$ cat src/rtl/eject_collector_if.sv
// Bundle of the six router ejection ports and the local output port of the
// ejection collector. The slave modport is the collector's view; the master
// modport is the view of the environment (router plus consuming application).
// The drop_count signal exists only when EJECT_COLLECTOR_DROP_CNT_EN is defined.
interface eject_collector_if #(
    parameter int FLIT_SIZE = 82
);
    logic [FLIT_SIZE-1:0] eject_xpos;
    logic [FLIT_SIZE-1:0] eject_ypos;
    logic [FLIT_SIZE-1:0] eject_zpos;
    logic [FLIT_SIZE-1:0] eject_xneg;
    logic [FLIT_SIZE-1:0] eject_yneg;
    logic [FLIT_SIZE-1:0] eject_zneg;
    logic                 eject_xpos_valid;
    logic                 eject_ypos_valid;
    logic                 eject_zpos_valid;
    logic                 eject_xneg_valid;
    logic                 eject_yneg_valid;
    logic                 eject_zneg_valid;
    logic [FLIT_SIZE-1:0] out_flit;
    logic                 out_valid;
    logic                 out_ready;
    logic [2:0]           out_port;
    logic [5:0]           overflow;
`ifdef EJECT_COLLECTOR_DROP_CNT_EN
    logic [15:0]          drop_count;
`endif

    modport slave (
        input  eject_xpos, eject_ypos, eject_zpos, eject_xneg, eject_yneg, eject_zneg,
        input  eject_xpos_valid, eject_ypos_valid, eject_zpos_valid,
        input  eject_xneg_valid, eject_yneg_valid, eject_zneg_valid,
        input  out_ready,
        output out_flit, out_valid, out_port, overflow
`ifdef EJECT_COLLECTOR_DROP_CNT_EN
        , output drop_count
`endif
    );

    modport master (
        output eject_xpos, eject_ypos, eject_zpos, eject_xneg, eject_yneg, eject_zneg,
        output eject_xpos_valid, eject_ypos_valid, eject_zpos_valid,
        output eject_xneg_valid, eject_yneg_valid, eject_zneg_valid,
        output out_ready,
        input  out_flit, out_valid, out_port, overflow
`ifdef EJECT_COLLECTOR_DROP_CNT_EN
        , input drop_count
`endif
    );
endinterface

$ cat src/rtl/eject_collector.sv
// Ejection collector: six per-port FIFOs fed by the router (no backpressure),
// a round-robin arbiter over non-empty FIFOs and a single output register with
// valid/ready handshake. Full FIFOs drop incoming flits and set a sticky flag.
// Optional feature macro: EJECT_COLLECTOR_DROP_CNT_EN adds a saturating 16-bit
// drop_count output.
module eject_collector #(
    parameter int FLIT_SIZE  = 82,
    parameter int FIFO_DEPTH = 4
) (
    input  logic               clk,
    input  logic               rst,
    eject_collector_if.slave   bus
);
    localparam int NP = 6;
    localparam int AW = $clog2(FIFO_DEPTH);

    logic [FLIT_SIZE-1:0] w_in_flit [NP];
    logic [NP-1:0]        w_in_valid;
    logic [FLIT_SIZE-1:0] w_head [NP];
    logic [NP-1:0]        w_empty;
    logic [NP-1:0]        w_drop;
    logic [NP-1:0]        w_grant_oh;
    logic [2:0]           w_grant_idx;
    logic                 w_found;
    logic                 w_load;

    logic [FLIT_SIZE-1:0] r_out_flit;
    logic [2:0]           r_out_port;
    logic                 r_out_valid;
    logic [2:0]           r_rr;
    logic [NP-1:0]        r_overflow;

    assign w_in_flit[0] = bus.eject_xpos;
    assign w_in_flit[1] = bus.eject_ypos;
    assign w_in_flit[2] = bus.eject_zpos;
    assign w_in_flit[3] = bus.eject_xneg;
    assign w_in_flit[4] = bus.eject_yneg;
    assign w_in_flit[5] = bus.eject_zneg;
    assign w_in_valid   = {bus.eject_zneg_valid, bus.eject_yneg_valid, bus.eject_xneg_valid,
                           bus.eject_zpos_valid, bus.eject_ypos_valid, bus.eject_xpos_valid};

    // The output register accepts a new flit when it is empty or being consumed.
    assign w_load = (!r_out_valid || bus.out_ready) && w_found;

    genvar gi;
    generate
        for (gi = 0; gi < NP; gi++) begin : g_port
            logic [FLIT_SIZE-1:0] r_mem [FIFO_DEPTH];
            logic [AW:0]          r_wr_ptr;
            logic [AW:0]          r_rd_ptr;
            logic                 w_full;
            logic                 w_wr;
            logic                 w_rd;

            // Extra pointer bit distinguishes full from empty. Fullness is the
            // pre-pop state, so a full FIFO drops even when it pops this cycle.
            assign w_full      = (r_wr_ptr[AW] != r_rd_ptr[AW]) &&
                                 (r_wr_ptr[AW-1:0] == r_rd_ptr[AW-1:0]);
            assign w_empty[gi] = (r_wr_ptr == r_rd_ptr);
            assign w_wr        = w_in_valid[gi] && !w_full;
            assign w_rd        = w_load && w_grant_oh[gi];
            assign w_drop[gi]  = w_in_valid[gi] && w_full && !rst;
            // Head is read combinationally so a flit can reach the output
            // register in the cycle after it was written.
            assign w_head[gi]  = r_mem[r_rd_ptr[AW-1:0]];

            // Pointer and storage update; reset empties the FIFO and ignores input.
            always_ff @(posedge clk) begin
                if (rst) begin
                    r_wr_ptr <= '0;
                    r_rd_ptr <= '0;
                end else begin
                    if (w_wr) begin
                        r_mem[r_wr_ptr[AW-1:0]] <= w_in_flit[gi];
                        r_wr_ptr                <= r_wr_ptr + 1'b1;
                    end
                    if (w_rd) begin
                        r_rd_ptr <= r_rd_ptr + 1'b1;
                    end
                end
            end
        end
    endgenerate

    function automatic logic [2:0] f_wrap(input logic [2:0] base, input int k);
        int s;
        s = int'(base) + k;
        if (s >= NP) s = s - NP;
        return 3'(s);
    endfunction

    // Round-robin search: first non-empty FIFO starting at r_rr, wrapping 5->0.
    always_comb begin
        w_found     = 1'b0;
        w_grant_idx = 3'd0;
        w_grant_oh  = '0;
        for (int k = 0; k < NP; k++) begin
            if (!w_found && !w_empty[f_wrap(r_rr, k)]) begin
                w_found                       = 1'b1;
                w_grant_idx                   = f_wrap(r_rr, k);
                w_grant_oh[f_wrap(r_rr, k)]   = 1'b1;
            end
        end
    end

    // Output register and round-robin pointer; the pointer moves past the grant.
    always_ff @(posedge clk) begin
        if (rst) begin
            r_out_flit  <= '0;
            r_out_port  <= 3'd0;
            r_out_valid <= 1'b0;
            r_rr        <= 3'd0;
        end else if (w_load) begin
            r_out_flit  <= w_head[w_grant_idx];
            r_out_port  <= w_grant_idx;
            r_out_valid <= 1'b1;
            r_rr        <= (w_grant_idx == 3'd5) ? 3'd0 : w_grant_idx + 3'd1;
        end else if (bus.out_ready) begin
            r_out_valid <= 1'b0;
        end
    end

    // Sticky per-port drop flags.
    always_ff @(posedge clk) begin
        if (rst) begin
            r_overflow <= '0;
        end else begin
            r_overflow <= r_overflow | w_drop;
        end
    end

    assign bus.out_flit  = r_out_flit;
    assign bus.out_port  = r_out_port;
    assign bus.out_valid = r_out_valid;
    assign bus.overflow  = r_overflow;

`ifdef EJECT_COLLECTOR_DROP_CNT_EN
    logic [15:0] r_drop_count;
    logic [2:0]  w_drop_num;
    logic [16:0] w_drop_sum;

    // Number of flits dropped this cycle across all ports.
    always_comb begin
        w_drop_num = 3'd0;
        for (int i = 0; i < NP; i++) begin
            w_drop_num = w_drop_num + 3'(w_drop[i]);
        end
    end

    assign w_drop_sum = {1'b0, r_drop_count} + {14'd0, w_drop_num};

    // Saturating accumulation of dropped flits.
    always_ff @(posedge clk) begin
        if (rst) begin
            r_drop_count <= 16'd0;
        end else if (|w_drop) begin
            r_drop_count <= w_drop_sum[16] ? 16'hFFFF : w_drop_sum[15:0];
        end
    end

    assign bus.drop_count = r_drop_count;
`endif
endmodule

$ cat src/flat_wrapper.sv
// flat-port wrapper written by rule: the top's interface ports become plain ports
module eject_collector_flat 
#(
    parameter int FLIT_SIZE  = 82,
    parameter int FIFO_DEPTH = 4
)
  (clk, rst, bus_eject_xpos, bus_eject_ypos, bus_eject_zpos, bus_eject_xneg, bus_eject_yneg, bus_eject_zneg, bus_eject_xpos_valid, bus_eject_ypos_valid, bus_eject_zpos_valid, bus_eject_xneg_valid, bus_eject_yneg_valid, bus_eject_zneg_valid, bus_out_ready, bus_out_flit, bus_out_valid, bus_out_port, bus_overflow);
  eject_collector_if #(.FLIT_SIZE(FLIT_SIZE)) bus_i ();
  input  logic clk;
  input  logic rst;
  input wire logic [$bits(bus_i.eject_xpos)-1:0] bus_eject_xpos;
  input wire logic [$bits(bus_i.eject_ypos)-1:0] bus_eject_ypos;
  input wire logic [$bits(bus_i.eject_zpos)-1:0] bus_eject_zpos;
  input wire logic [$bits(bus_i.eject_xneg)-1:0] bus_eject_xneg;
  input wire logic [$bits(bus_i.eject_yneg)-1:0] bus_eject_yneg;
  input wire logic [$bits(bus_i.eject_zneg)-1:0] bus_eject_zneg;
  input wire logic [$bits(bus_i.eject_xpos_valid)-1:0] bus_eject_xpos_valid;
  input wire logic [$bits(bus_i.eject_ypos_valid)-1:0] bus_eject_ypos_valid;
  input wire logic [$bits(bus_i.eject_zpos_valid)-1:0] bus_eject_zpos_valid;
  input wire logic [$bits(bus_i.eject_xneg_valid)-1:0] bus_eject_xneg_valid;
  input wire logic [$bits(bus_i.eject_yneg_valid)-1:0] bus_eject_yneg_valid;
  input wire logic [$bits(bus_i.eject_zneg_valid)-1:0] bus_eject_zneg_valid;
  input wire logic [$bits(bus_i.out_ready)-1:0] bus_out_ready;
  output wire logic [$bits(bus_i.out_flit)-1:0] bus_out_flit;
  output wire logic [$bits(bus_i.out_valid)-1:0] bus_out_valid;
  output wire logic [$bits(bus_i.out_port)-1:0] bus_out_port;
  output wire logic [$bits(bus_i.overflow)-1:0] bus_overflow;
  assign bus_i.eject_xpos = bus_eject_xpos;
  assign bus_i.eject_ypos = bus_eject_ypos;
  assign bus_i.eject_zpos = bus_eject_zpos;
  assign bus_i.eject_xneg = bus_eject_xneg;
  assign bus_i.eject_yneg = bus_eject_yneg;
  assign bus_i.eject_zneg = bus_eject_zneg;
  assign bus_i.eject_xpos_valid = bus_eject_xpos_valid;
  assign bus_i.eject_ypos_valid = bus_eject_ypos_valid;
  assign bus_i.eject_zpos_valid = bus_eject_zpos_valid;
  assign bus_i.eject_xneg_valid = bus_eject_xneg_valid;
  assign bus_i.eject_yneg_valid = bus_eject_yneg_valid;
  assign bus_i.eject_zneg_valid = bus_eject_zneg_valid;
  assign bus_i.out_ready = bus_out_ready;
  assign bus_out_flit = bus_i.out_flit;
  assign bus_out_valid = bus_i.out_valid;
  assign bus_out_port = bus_i.out_port;
  assign bus_overflow = bus_i.overflow;
  eject_collector #(.FLIT_SIZE(FLIT_SIZE), .FIFO_DEPTH(FIFO_DEPTH)) u_core (.clk(clk), .rst(rst), .bus(bus_i));
endmodule
$ cat config.mk
export PLATFORM = sky130hd
export DESIGN_NAME = eject_collector_flat
export DESIGN_NICKNAME = d
export VERILOG_FILES = /design/src/rtl/eject_collector_if.sv /design/src/rtl/eject_collector.sv /design/src/flat_wrapper.sv
export SDC_FILE = /design/constraint.sdc
export NUM_CORES = 2
export LEC_CHECK = 0
export CAP_MARGIN = 20
export CELL_PAD_IN_SITES_DETAIL_PLACEMENT = 0
export CELL_PAD_IN_SITES_GLOBAL_PLACEMENT = 1
export CORE_MARGIN = 2
export CORE_UTILIZATION = 50
export DETAILED_ROUTE_END_ITERATION = 6
export PLACE_DENSITY = 0.87
export SYNTH_ARGS = -nofsm -noshare
export SYNTH_HDL_FRONTEND = slang
export SYNTH_SLANG_ARGS = --single-unit
$ cat constraint.sdc
create_clock -name clk -period 4.6 [get_ports clk]
set_input_delay 0.46 -clock clk [delete_from_list [all_inputs] [get_ports clk]]
set_output_delay 0.46 -clock clk [all_outputs]
set_load 0.01 [all_outputs]
Word level (Yosys, flattened, before mapping)
Memory sizes are Yosys's and may differ from the RTL's. A register that Yosys moved wholly into a read port is not among the register bits. Cells that the tools add are included.

Flip-flop bits (word level): 131. Memory bits (writable): 1968. Input port bits: 501. Output and inout bits: 92. Word-level logic and storage cells: 249. Memories: 6.

Memories: u_core.g_port[0].r_mem (depth 4, bits a word 82, read ports 1, clocked after memory_dff 1, wr ports 1, line eject_collector.sv:48) `logic [FLIT_SIZE-1:0] r_mem [FIFO_DEPTH];`; u_core.g_port[1].r_mem (depth 4, bits a word 82, read ports 1, clocked after memory_dff 1, wr ports 1, line eject_collector.sv:48); u_core.g_port[2].r_mem (depth 4, bits a word 82, read ports 1, clocked after memory_dff 1, wr ports 1, line eject_collector.sv:48); u_core.g_port[3].r_mem (depth 4, bits a word 82, read ports 1, clocked after memory_dff 1, wr ports 1, line eject_collector.sv:48); u_core.g_port[4].r_mem (depth 4, bits a word 82, read ports 1, clocked after memory_dff 1, wr ports 1, line eject_collector.sv:48); u_core.g_port[5].r_mem (depth 4, bits a word 82, read ports 1, clocked after memory_dff 1, wr ports 1, line eject_collector.sv:48).

Add/sub/neg operators: 24. $lt $le $gt $ge: 25. Equality and inequality tests: 19. Multiplexer cells: 90. Bitwise operators: 7. Reduce and logical (&&, ||, !) cells: 61.

Operators by type and width (number): binary-select mux 82 bit (select 3 bit) (1); 2-to-1 mux 82 bit (2); 2-to-1 mux 3 bit (19); less-than comparator 3 x 4 -> 1 bit (second input constant) (12); logical AND 1 bit (42); adder 3 x 1 -> 3 bit (second input constant) (13); 2-to-1 mux 1 bit (38); 2-to-1 mux 6 bit (6); bitwise OR 6 bit (6); 2-to-1 mux 2 bit (12); >= comparator 4 x 3 -> 1 bit (second input constant) (5); binary-select mux 1 bit (select 3 bit) (6); demux 1 bit (select 3 bit) (6); == test 3 bit (6); >= comparator 3 x 1 -> 1 bit (second input constant) (6); zero test 1 bit (17); subtractor 3 x 2 -> 3 bit (second input constant) (5); == test 2 bit (6); adder 3 x 2 -> 4 bit (second input constant) (2); adder 3 x 3 -> 4 bit (second input constant) (2); != test 1 bit (6); adder 3 x 1 -> 4 bit (second input constant) (1); >= comparator 4 bit (second input constant) (1); NOT 3 -> 4 bit (1); other kinds (5) (5).

Depth between registers and ports, before layout
Word-level depth: 29. Gate-level depth with buffers: 19. Gate-level depth less buffers: 12.

Worst setup path before layout
Ideal clock, no wire load.

Path kind: register to register. Start: reg u_core.r_rr[0]. End: reg u_core.r_out_flit[12] (netlist: u_core.bus.out_flit[12]). Library setup time: 0.075 ns. Arrival: 3.859 ns. Data required time: 4.525 ns. Slack: 0.666 ns. Stages on the path, launching flop included: 18. Path buffers: 5. Clock period less this slack: 3.934 ns. Cells stage by stage: dfxtp_1 > inv_1 > buf_2 > buf_1 > ha_1 > xnor2_1 > a21boi_0 > o2bb2ai_1 > mux2_2 > o21a_4 > nor4b_4 > or3_1 > buf_2 > buf_4 > and2_1 > buf_2 > mux2_2 > o21ai_0.

Word-level cells in the longest chain between the ends: 24. Elaborated cells between the ends (all ways): 66. Classes of those cells: add/sub: 11; order compare: 6; mux: 33; bitwise: 1; reduce/logical: 15.

Ends and longest elaborated chain: from (decl) (line eject_collector.sv:30) `logic [2:0] r_rr;`; from (signal assigned) (line eject_collector.sv:117) `r_rr <= (w_grant_idx == 3'd5) ? 3'd0 : w_grant_idx + 3'd1;`; adder 3 x 1 -> 4 bit (line eject_collector.sv:87) `s = int'(base) + k;`; >= comparator 4 x 3 -> 1 bit / subtractor 3 x 2 -> 3 bit (equally long branches) (line eject_collector.sv:88) `if (s >= NP) s = s - NP;`; 2-to-1 mux 3 bit (line eject_collector.sv:88); binary-select mux 1 bit (select 3 bit) (line eject_collector.sv:98) `if (!w_found && !w_empty[f_wrap(r_rr, k)]) begin`; 2-to-1 mux 1 bit (not written as such) (line eject_collector.sv:98); zero test 1 bit (line eject_collector.sv:98); logical AND 1 bit (line eject_collector.sv:98); 2-to-1 mux 1 bit (line eject_collector.sv:98); [7 not listed]; logical AND 1 bit (line eject_collector.sv:98); 2-to-1 mux 1 bit (line eject_collector.sv:98); zero test 1 bit (line eject_collector.sv:98); logical AND 1 bit (line eject_collector.sv:98); 2-to-1 mux 3 bit (line eject_collector.sv:98); NOT 3 -> 4 bit (not written as such) (line eject_collector.sv:114) `r_out_flit <= w_head[w_grant_idx];`; binary-select mux 82 bit (select 3 bit) (line eject_collector.sv:114); 2-to-1 mux 82 bit (not written as such) (2 in series) (line eject_collector.sv:114); to (signal assigned) (line eject_collector.sv:114); to (decl) (line eject_collector.sv:27) `logic [FLIT_SIZE-1:0] r_out_flit;`.

Several ways; a longest one is shown, not always the timed one. The select of a mux whose other input is x is not followed. A chain may end at the register's enable or synchronous reset.

Worst setup path in the final report
Start: reg u_core.r_rr[1]. End: reg u_core.r_out_flit[50] (netlist: u_core.bus.out_flit[50]).

The elaborated chain is that of the path after synthesis.

==> impl_metrics.csv <==
group,metric,value,unit
run_status,outcome,"finished, final reports clean",
detailed_routing,dr.pass1.iters,6,
synthesis,ys_seq_elements,2111,
sta,min_period,4.40,ns
clock_tree,h-tree-depth,4,
synthesis,synth.distinct_cells,74,
critical_path,reg2reg_depth,16,
sta,tns,0,ns
sta,relSlewSlack,0.321,
detailed_routing,drtAntennaViolNets,0,
sta,layout_setup_ws,0.201,ns
layout,nets,5534,
sta,clock_skew,0.0374,ns
power_and_ir_drop,vdd_ir_drop_max,1.06,mV
layout,areaGrowthSynthToFinish,19.1,%
synthesis,syn_nets,4893,
synthesis,synthArstFlopShare,0,
synthesis,synth_warnings,0,
sta,period_share,0.956,
placement,place_ws,0.146,ns
floorplanning,start_util,0.502,
clock_tree,clkSinkCount,2111,
power_and_ir_drop,switchingPower,22.9,mW
clock_tree,cts-buffers-inserted,206,
synthesis,syn_area,83800,sq um
clock_tree,cts_tree,"done",
sta,rsz0062_at_grt,"no",
floorplanning,die_area,171000,sq um
power_and_ir_drop,clkPwrFrac,0.263,
detailed_routing,post_drt_wl_per_cell,32.1,microns
placement,place.gp.congestion,0.887,
job,maxCapViolCount,0,
synthesis,synthCells,4354,
sta,drv_slew,0,
power_and_ir_drop,p_seq_frac,0.361,
critical_path,critPathMaxFanout,35,
clock_tree,cts_buffer_depth,3,
min_path,worstHoldPathType,"input pin to flip-flop",
sta,tightest_slew,1.02,ns
power_and_ir_drop,power_frac_comb,0.377,
floorplanning,io_pins,593,
clock_tree,cts_root_buffer,"clkbuf_16",
global_routing,grt_pass1_wl,331000,microns
synthesis,synth.area.top_cells,"edfxtp_1 (71%), mux4_2 (13%), dfxtp_1 (3.4%)",
floorplanning,die_y,413,microns
synthesis,synth_edf_count,1968,
detailed_routing,drc_errors,0,
detailed_routing,via_count,46600,
global_routing,grt_max_degree,91,
synthesis,synth_top_area_frac,0.705,
power_and_ir_drop,leakage,31.7,nW
detailed_routing,avgViaCountPerCell,6.28,
clock_tree,insertion_delay,0.88,ns
critical_path,critPathKind,"flip-flop to flip-flop",
layout,drive_gt1_frac,0.210,
synthesis,synthFlopType,"edfxtp_1",
synthesis,yosysTopAreaCell,"edfxtp_1",
detailed_routing,routed_wl,238000,microns
sta,setup_violations,0,
critical_path,worst_setup_path_end_kind,"flip-flop",
critical_path,critPathLaunchType,"flip-flop",
placement,dpl.hpwl,159000,microns
global_routing,gr-total-overflow,0,
power_and_ir_drop,switching_share,0.358,
global_routing,track_usage,0.275,
global_routing,antenna_found_initial,104,
min_path,holdPathStages,2,
placement,io_buffer_count,592,
synthesis,syn_avg_cell_area,19.3,sq um
floorplanning,num_rows,150,
synthesis,synth_seq_area_share,0.739,
global_routing,grt_pass1_vias,44800,
floorplanning,die_w,413,microns
power_and_ir_drop,internal_power,41.0,mW
clock_tree,clk_transition_reported_paths,0.06,ns
sta,clock.fmax,0.227,GHz
sta,hold_viol_final,0,
critical_path,critPathArrivalTime,5.13,ns
detailed_routing,drtIter0Drc,6332,
critical_path,worstPathRequired,5.33,ns
power_and_ir_drop,p_per_area,640,nW/um^2
floorplanning,core_area,167000,sq um
[sequential cells by signal, indices dropped and copies added (netlist names), named ones only]
| signal | flops |
|---|---|
| u_core.g_port.r_mem | 1968 |
| u_core.g_port.r_wr_ptr | 18 |
| u_core.bus.out_port | 3 |
| u_core.bus.overflow | 6 |
| u_core.bus.out_flit | 82 |
| u_core.g_port.r_rd_ptr | 18 |
| u_core.bus.out_valid | 1 |
| u_core.r_rr | 3 |
[critical path, stage by stage (launching register included)]
cell,delay [ns]
dfxtp_1,0.31
buf_4,0.18
ha_1,0.23
buf_4,0.19
a21oi_1,0.19
nand3_1,0.24
and2_1,0.27
o221ai_1,0.39
nand3b_1,0.21
buf_4,0.15
a311o_1,0.14
o31a_2,0.21
buf_12,0.20
buf_12,0.28
mux2_2,0.43
a21oi_1,0.49
a211oi_1,0.14
[kinds of logic after synthesis]
| group | after synthesis | synth area share |
|---|---|---|
| adder cells (fa/ha/maj) | 38 | 0.00567 |
| flip-flops | 2111 | 0.739 |
| AO/OA/AOI/OAI | 647 | 0.0556 |
| buffers and inverters | 387 | 0.0187 |
| XOR/XNOR | 43 | 0.00449 |
| multiplexers | 605 | 0.147 |
| AND/OR/NAND/NOR | 523 | 0.0292 |
[cells in the final DEF (no fill, tap or decap), drive strengths merged, types with 75 or more instances in the layout]
cell	synthesis	routed
o311ai	75	75
edfxtp	1968	1968
mux4	492	492
clkinv	0	102
mux2	91	91
clkbuf	217	249
nand2	190	190
a21boi	78	78
clkdlybuf4s50	0	591
nor2	142	142
a21oi	103	103
buf	73	132
o2111ai	75	75
o21ai	93	93
dfxtp	143	143
inv	97	104
o211ai	78	78
a211oi	82	82
and3	77	77
[routing by layer]
layer	GRT usage	part of all wire	vias up
met5	0	0.0027	-
met1	0.399	0.41	24100
met4	0.0821	0.028	104
met3	0.108	0.13	444
met2	0.383	0.43	2636
li1	-	-	19300
[synth_stat cells, types with 31 or more instances]
cell type  count
buf_1         31
and2_1        33
ha_1          38
o2111ai_1     75
nor2_1       142
edfxtp_1    1968
dfxtp_1      143
and3_1        77
o211ai_1      78
o21ai_0       91
clkbuf_1     217
inv_1         97
nand2_1      190
a21oi_1      103
mux2_2        91
o311ai_1      75
mux4_2       492
a211oi_1      80
a21boi_0      77
[what timing repair did]
item                                    CTS  global route
setup buffers                             0             1
hold buffers                              0             0
hold endpoints to repair                  0             0
endpoints found under the setup margin    0            79
resized for setup                         0             7
[worst paths after layout]
kind                                       start                              endpoint  slack (ns)
max                  u_core.r_rr[1]$_SDFFE_PP0P_  u_core.bus.out_flit[50]$_SDFFE_PP0P_        0.20
min                                          rst                             flip-flop        0.11
max reg2reg          u_core.r_rr[1]$_SDFFE_PP0P_  u_core.bus.out_flit[50]$_SDFFE_PP0P_        0.20
min reg2reg  u_core.bus.out_port[1]$_SDFFE_PP0P_   u_core.bus.out_port[1]$_SDFFE_PP0P_        0.46
[power groups by stage]
stage	clock [mW]	sequential (mW)	combinational, mW
CTS	17.0	23.0	23.6
global route	17.7	23.1	25.3
floorplan	0	22.8	14.4
detailed placement	0	23.4	23.4
finish	16.8	23.0	24.1
global placement	0	23.4	23.2
[area by class of cell]
| cell class | count | area [sq um] |
|---|---|---|
| fillers | 11700 | 67000 |
| flip-flops and latches | 2111 | 62000 |
| multi-input cells | 1856 | 20500 |
| repair buffers | 723 | 7400 |
| clock buffers | 249 | 5330 |
| well taps | 2204 | 2760 |
| clock inverters | 137 | 1440 |
| inverters | 97 | 364 |
| diodes | 38 | 95.1 |
[metrics by stage]
step / instance area, sq um / instances / power [mW] / util / hold WS [ns]
2_1_floorplan: 83800 / 4354 / 37.2 / - / 0.470
3_3_place_gp: 92900 / 6989 / 46.6 / 0.557 / 0.449
3_5_place_dp: 93000 / 6990 / 46.9 / 0.557 / 0.458
4_1_cts: 99700 / 7376 / 63.6 / 0.598 / 0.0546
5_1_grt: 99800 / 7400 / 66.1 / 0.598 / 0.112
6_report: 99900 / 7415 / 63.9 / 0.599 / 0.113
Note: power is estimated with default switching activity, not from simulation.
